==> config.mk <==
export PLATFORM = sky130hd
export DESIGN_NAME = ch_sel_seq
export DESIGN_NICKNAME = d
export VERILOG_FILES = /design/src/rtl/ch_sel_pkg.sv /design/src/rtl/ch_next_sel.sv /design/src/rtl/ch_sel_seq.sv
export SDC_FILE = /design/constraint.sdc
export NUM_CORES = 1
export LEC_CHECK = 0
export ABC_AREA = 1
export CELL_PAD_IN_SITES_DETAIL_PLACEMENT = 1
export CELL_PAD_IN_SITES_GLOBAL_PLACEMENT = 1
export CORE_MARGIN = 10
export CORE_UTILIZATION = 33
export DETAILED_ROUTE_END_ITERATION = 12
export PLACE_DENSITY = 0.75
export SLEW_MARGIN = 20
export SYNTH_ARGS = -nofsm -noshare
export SYNTH_HDL_FRONTEND = slang
export SYNTH_SLANG_ARGS = --single-unit
==> constraint.sdc <==
create_clock -name clk -period 1.3 [get_ports clk]
set_input_delay 0.26 -clock clk [delete_from_list [all_inputs] [get_ports clk]]
set_output_delay 0.26 -clock clk [all_outputs]
set_load 0.005 [all_outputs]
==> src/rtl/ch_sel_pkg.sv <==
// Shared types and helpers for the channel-select sequencer.
package ch_sel_pkg;

  typedef enum logic {
    IDLE = 1'b0,
    SCAN = 1'b1
  } state_t;

  // Select width for n channels; never below one bit.
  function automatic int clog2w(input int n);
    int w;
    w = 1;
    while ((1 << w) < n) w = w + 1;
    return w;
  endfunction

endpackage

==> src/rtl/ch_next_sel.sv <==
// Combinational priority finder: lowest set mask bit strictly above i_from.
// i_from is two's complement so that -1 (all ones) searches from bit 0.
module ch_next_sel #(
  parameter int NUM_CH = 4,
  parameter int SW     = 2
) (
  input  logic [NUM_CH-1:0] i_mask,
  input  logic [SW:0]       i_from,
  output logic [SW-1:0]     o_idx,
  output logic              o_none
);

  int w_from;

  // Scan from the top down so the last hit is the lowest qualifying bit.
  always_comb begin
    w_from = int'($signed(i_from));
    o_idx  = '0;
    o_none = 1'b1;
    for (int i = NUM_CH - 1; i >= 0; i--) begin
      if (i_mask[i] && (i > w_from)) begin
        o_idx  = SW'(i);
        o_none = 1'b0;
      end
    end
  end

endmodule

==> src/rtl/ch_sel_seq.sv <==
// Frame sequencer: on a strobe, snapshots all channel samples and the enable
// mask, then streams the enabled channels one word per clock in ascending order.
//
//   state | meaning
//   IDLE  | no frame in progress, strobe accepted
//   SCAN  | issuing snapshot[r_ptr]; strobe accepted only on the last channel
//
// Words pass through one internal stage (r_s1_*) and then the output
// registers, so the first word appears two edges after the accepting edge.
module ch_sel_seq
  import ch_sel_pkg::*;
#(
  parameter  int NUM_CH = 4,
  parameter  int DW     = 16,
  localparam int SW     = clog2w(NUM_CH)
) (
  input  logic                 clk,
  input  logic                 reset,
  input  logic                 strobe,
  input  logic [NUM_CH-1:0]    ch_mask,
  input  logic [NUM_CH*DW-1:0] din,
  input  logic                 clr_ovf,
  output logic [SW-1:0]        sel,
  output logic [DW-1:0]        dout,
  output logic                 valid,
  output logic                 sof,
  output logic                 eof,
  output logic                 ovf
);

  state_t r_state, w_state_nxt;
  logic [SW-1:0]        r_ptr;
  logic [NUM_CH-1:0]    r_snap_mask;
  logic [NUM_CH*DW-1:0] r_snap_din;
  logic                 r_first;

  logic                 r_s1_valid, r_s1_sof, r_s1_eof;
  logic [SW-1:0]        r_s1_sel;
  logic [DW-1:0]        r_s1_dout;

  logic                 r_valid, r_sof, r_eof, r_ovf;
  logic [SW-1:0]        r_sel;
  logic [DW-1:0]        r_dout;

  logic [SW-1:0]        w_pre_idx, w_nxt_idx;
  logic                 w_pre_none, w_nxt_none;
  logic                 w_emit, w_last, w_win, w_load, w_ovr;
  logic [DW-1:0]        w_words [NUM_CH];

  for (genvar i = 0; i < NUM_CH; i++) begin : g_words
    assign w_words[i] = r_snap_din[i*DW +: DW];
  end

  ch_next_sel #(.NUM_CH(NUM_CH), .SW(SW)) u_pre (
    .i_mask (ch_mask),
    .i_from ('1),
    .o_idx  (w_pre_idx),
    .o_none (w_pre_none)
  );

  ch_next_sel #(.NUM_CH(NUM_CH), .SW(SW)) u_nxt (
    .i_mask (r_snap_mask),
    .i_from ({1'b0, r_ptr}),
    .o_idx  (w_nxt_idx),
    .o_none (w_nxt_none)
  );

  // Next state, strobe acceptance window and overrun detection.
  always_comb begin
    w_state_nxt = r_state;
    w_emit      = (r_state == SCAN);
    w_last      = w_emit && w_nxt_none;
    w_win       = (r_state == IDLE) || w_last;
    w_load      = strobe && w_win && !w_pre_none;
    w_ovr       = strobe && !w_win && (ch_mask != '0);
    case (r_state)
      IDLE: if (w_load) w_state_nxt = SCAN;
      SCAN: if (w_nxt_none && !w_load) w_state_nxt = IDLE;
    endcase
  end

  // State register.
  always_ff @(posedge clk) begin
    if (reset) r_state <= IDLE;
    else       r_state <= w_state_nxt;
  end

  // Snapshot and pointer; a load on the last word wins over the advance.
  always_ff @(posedge clk) begin
    if (reset) begin
      r_ptr       <= '0;
      r_snap_mask <= '0;
      r_snap_din  <= '0;
      r_first     <= 1'b0;
    end else if (w_load) begin
      r_ptr       <= w_pre_idx;
      r_snap_mask <= ch_mask;
      r_snap_din  <= din;
      r_first     <= 1'b1;
    end else if (w_emit) begin
      if (!w_nxt_none) r_ptr <= w_nxt_idx;
      r_first <= 1'b0;
    end
  end

  // Internal word stage; idle cycles carry zeros.
  always_ff @(posedge clk) begin
    if (reset) begin
      r_s1_valid <= 1'b0;
      r_s1_sel   <= '0;
      r_s1_dout  <= '0;
      r_s1_sof   <= 1'b0;
      r_s1_eof   <= 1'b0;
    end else begin
      r_s1_valid <= w_emit;
      r_s1_sel   <= w_emit ? r_ptr : '0;
      r_s1_dout  <= w_emit ? w_words[r_ptr] : '0;
      r_s1_sof   <= w_emit && r_first;
      r_s1_eof   <= w_last;
    end
  end

  // Output registers.
  always_ff @(posedge clk) begin
    if (reset) begin
      r_valid <= 1'b0;
      r_sel   <= '0;
      r_dout  <= '0;
      r_sof   <= 1'b0;
      r_eof   <= 1'b0;
    end else begin
      r_valid <= r_s1_valid;
      r_sel   <= r_s1_sel;
      r_dout  <= r_s1_dout;
      r_sof   <= r_s1_sof;
      r_eof   <= r_s1_eof;
    end
  end

  // Sticky overrun; a new overrun beats a simultaneous clear.
  always_ff @(posedge clk) begin
    if (reset)        r_ovf <= 1'b0;
    else if (w_ovr)   r_ovf <= 1'b1;
    else if (clr_ovf) r_ovf <= 1'b0;
  end

  assign sel   = r_sel;
  assign dout  = r_dout;
  assign valid = r_valid;
  assign sof   = r_sof;
  assign eof   = r_eof;
  assign ovf   = r_ovf;

endmodule

==> metrics.md <==
| Metric | Value |
|---|---|
| Status | `finished, violations left` |
| Failing checks | `negative setup slack` |
| Biggest area consumer among synthesized cells | `dfxtp_1` |
| Critical path required time | `around 1.6 ns` |
| Combinational Power Share | `0.163` |
| GPL Wtd Cong | `0.7862` |
| Grt met3 use | `0.05223` |
| Max-cap violations | `0` |
| Cell Chain, Critical Path | `buf_12 > nor2_4 > nand2_2 > nand3_4 > nand2_8 > nand2_8 > buf_12 > buf_16 > nand2_2 > a21oi_2` |
| Seq. cell area | `0.002286 mm2` |
| Chip height | `133.0 um` |
| Synth Net Count | `600` |
| Post-synthesis register bit count | `about 110` |
| Largest net degree at the start of global routing | `a little under 70` |
| Placed cell area | `0.005583 mm2` |
| Syn Inst Count | `roughly 530` |
| Hold buffer count at cts | `0` |
| Port bufs | `93` |
| Antenna violations before repair | `0` |
| Ys Warns | `0` |
| Clk root buf | `clkbuf_16` |
| Switch Pwr | `2962 uW` |
| Max Fclk | `around 620 MHz` |
| Core Rows | `a little over 40` |
| CTS Buffer Depth | `2` |
| Most Used Layer, Global Route | `met2` |
| H-tree levels | `4` |
| Routed Antenna Nets | `0` |
| Area Growth Syn to Fin | `83.83%` |
| Clk Latency, worst-skew pair | `0.42 ns` |
| DIE WIDTH | `133.0 um` |
| Hold Violations, Final | `0` |
| Total CTS buffers | `17` |
| Post-route setup TNS | `-16.00 ns` |
| Starting Density | `0.3350` |
| CTS tree | `yes` |
| CP max stage delay | `0.34 ns` |
| Startpoint Class | `register` |
| Post-synthesis mux area share | `0` |
| Largest family of logic cells by synthesized area | `simple AND/OR/NAND/NOR gates` |
| CP Max Fanout | `7` |
| Switching share of power | `0.2637` |
| Post-DP HPWL | `approximately 9800 um` |
| DR vias/cell | `around 5.5` |
| Vias in the first global route | `roughly 5,200` |
| Vias | `4,814` |
| Core ar. | `between 0.01 and 0.015 mm2` |
| Worst Path Arrival | `1.95 ns` |
| First-pass GRT wire length | `30,280 um` |
| Pre-antenna DRT Iters | `5` |
| Final Cycle Share | `1.240` |
| Ranking of synthesized cells by area | `dfxtp_1, a21oi_1, nand3_1` |
| Syn Area/Cell | `7.974 um2` |
| M1 GR Usage | `0.2206` |
| Clk_skew | `0.01383 ns` |
| Clock slew at reported path FFs | `roughly 0.07 ns` |
| 1st-iter DRT viols | `~400` |
| Total track usage | `0.2201` |
| Reg-to-Reg Start | `r_ptr[1]` |
| Clock power frac | `0.495` |
| Avg WL per Cell | `25.73 um` |
| Finished Cell Area | `about 0.0077 mm2` |
| Peak supply drop | `0.0008001 V` |
| Crit path max-delay family | `simple AND/OR/NAND/NOR gates` |
| Synth cell types | `18` |
| Type of the worst min-delay path | `input pin to register` |
| Post-route setup slack | `-0.3120 ns` |
| Unrepaired setup endpoints after global routing | `true` |
| Fillcell total | `1,333` |
| Compound-cell area share of the yosys netlist | `0.1510` |
| Antenna diodes | `0` |
| Total die area | `0.01768 mm2` |
| P_leak | `0.003135 uW` |
| Post-Synth Adder-Cell Area | `0` |
| Slew Limit Fails | `0` |
| Yosys top cell area share | `0.5421` |
| Worst Path Buf+Inv | `3` |
| Met2 GRT Util | `0.4026` |
| Simple-gate share of the synthesized area | `0.2321` |
| Final wirelength | `22,390 um` |
| Register area share after synthesis | `0.5421` |
| Clock Sinks | `approximately 110` |
| Crit. End Element | `register` |
| Ports | `94` |
| Tightest Pin Transition | `0.4063 ns` |
| Power Density | `1452 mW/mm2` |
| Internal | `8274 uW` |
| XOR/XNOR share of the synthesized area | `0` |
| Synth Cell Area | `0.004210 mm2` |
| Fin crit period | `1.612 ns` |
| Grt ovf | `0` |
| Finish-stage setup viols | `87` |
| Hold path startpoint | `reset` |
| CP max stage cell | `dfxtp_2` |
| Worst Setup SP | `r_ptr[1]` |
| Share of cells above drive strength 1 | `0.3782` |
| Slew HR | `0.7291` |
| DRC errors left | `0` |
| Area of the multi-input gates | `0.002354 mm2` |
| Sequential share of power | `0.342` |
| Net count, final | `approximately 760` |
| WS Path Type | `register to register` |
[registers in the layout, indices dropped and copies added, names as in the netlist]
name,count
eof,1
r_ptr,2
r_snap_din,64
valid,1
sel,2
r_s1_sel,2
sof,1
r_s1_dout,16
r_s1_valid,1
r_snap_mask,3
dout,16
r_s1_eof,1
ovf,1
r_s1_sof,1
r_state,1
r_first,1
[worst paths after layout]
kind / slack [ns] / depth (start not counted) / to
max: -0.31 / 10 / r_snap_din[54]
min: 0.12 / 2 / r_s1_valid
max reg2reg: -0.31 / 10 / r_snap_din[54]
min reg2reg: 0.40 / 2 / dout[13]
[cell usage in the layout, fill, tap and decap left out, drive strengths merged]
cell type,count
nand3,78
nand2,82
clkinvlp,2
clkdlybuf4s50,70
clkbuf,25
inv,32
buf,80
dfxtp,114
nor2,63
a22oi,16
dlygate4sd2,22
bufinv,6
a21oi,87
o21ai,16
clkinv,4
nor3,1
[power by group through the flow]
stage | Clock, uW | Sequential [uW] | Combinational (uW)
after floorplan | 0 | 3810 | 518
after global placement | 0 | 3830 | 1020
after detailed placement | 0 | 3840 | 1050
after CTS | 5410 | 3800 | 1500
after global routing | 5740 | 3850 | 1910
final | 5560 | 3850 | 1830
[per-layer routing]
layer / vias up / part of all wire
met5: - / 0
met3: 81 / 0.054
li1: 2081 / -
met2: 257 / 0.53
met1: 2395 / 0.36
met4: 0 / 0.056
[timing repair]
item / CTS / global route
endpoints found under the setup margin: 110 / 91
gates resized for setup: 170 / 83
gates cloned: 9 / 5
buffers inserted: 23 / 14
pin swaps: 28 / 22
[synth_stat cells]
library cell and number:
buf_6 4, inv_2 2, a21oi_1 87, buf_1 5, nand2_1 77, nand3_1 77
o21ai_0 16, dfxtp_1 114, nor2_1 62, inv_1 30, clkbuf_1 15, nor3_1 1
buf_2 15, nand2_4 2, nand3_4 1, nor2_2 1, nand2_2 3, a22oi_1 16
[worst reg2reg max path, stage by stage, from the launching register on]
cell and delay [ns]:
dfxtp_2 0.34, buf_12 0.13, nor2_4 0.07, nand2_2 0.09
nand3_4 0.10, nand2_8 0.10, nand2_8 0.15, buf_12 0.15
buf_16 0.11, nand2_2 0.05, a21oi_2 0.23
[layout make-up]
cell class	count	area share
Timing Repair Buffer	177	0.2674
Sequential cell	114	0.2953
Multi-Input combinational cell	343	0.3041
Tap cell	172	0.02780
Inverter	32	0.01697
Clock buffer	20	0.05900
Clock inverter	12	0.02942
[stage by stage]
step / hold slack (ns) / total power, uW / instances / utilization / setup WS (ns)
global placement: 0.3921 / 4847 / 791 / 0.4442 / -0.3604
global route: 0.1195 / 11500 / 870 / 0.6158 / -0.3335
floorplan: 0.3539 / 4326 / 528 / - / -0.01266
CTS: 0.1235 / 10710 / 854 / 0.5752 / -0.2077
finish: 0.1234 / 11240 / 870 / 0.6158 / -0.3120
detailed placement: 0.3974 / 4889 / 791 / 0.4442 / -0.4772
[kinds of logic after synthesis]
kind of cell           after synthesis
AND/OR/NAND/NOR                    224
AO/OA/AOI/OAI                      119
flip-flops                         114
buffers and inverters               71
No activity file was read; power rests on OpenSTA's default activity.
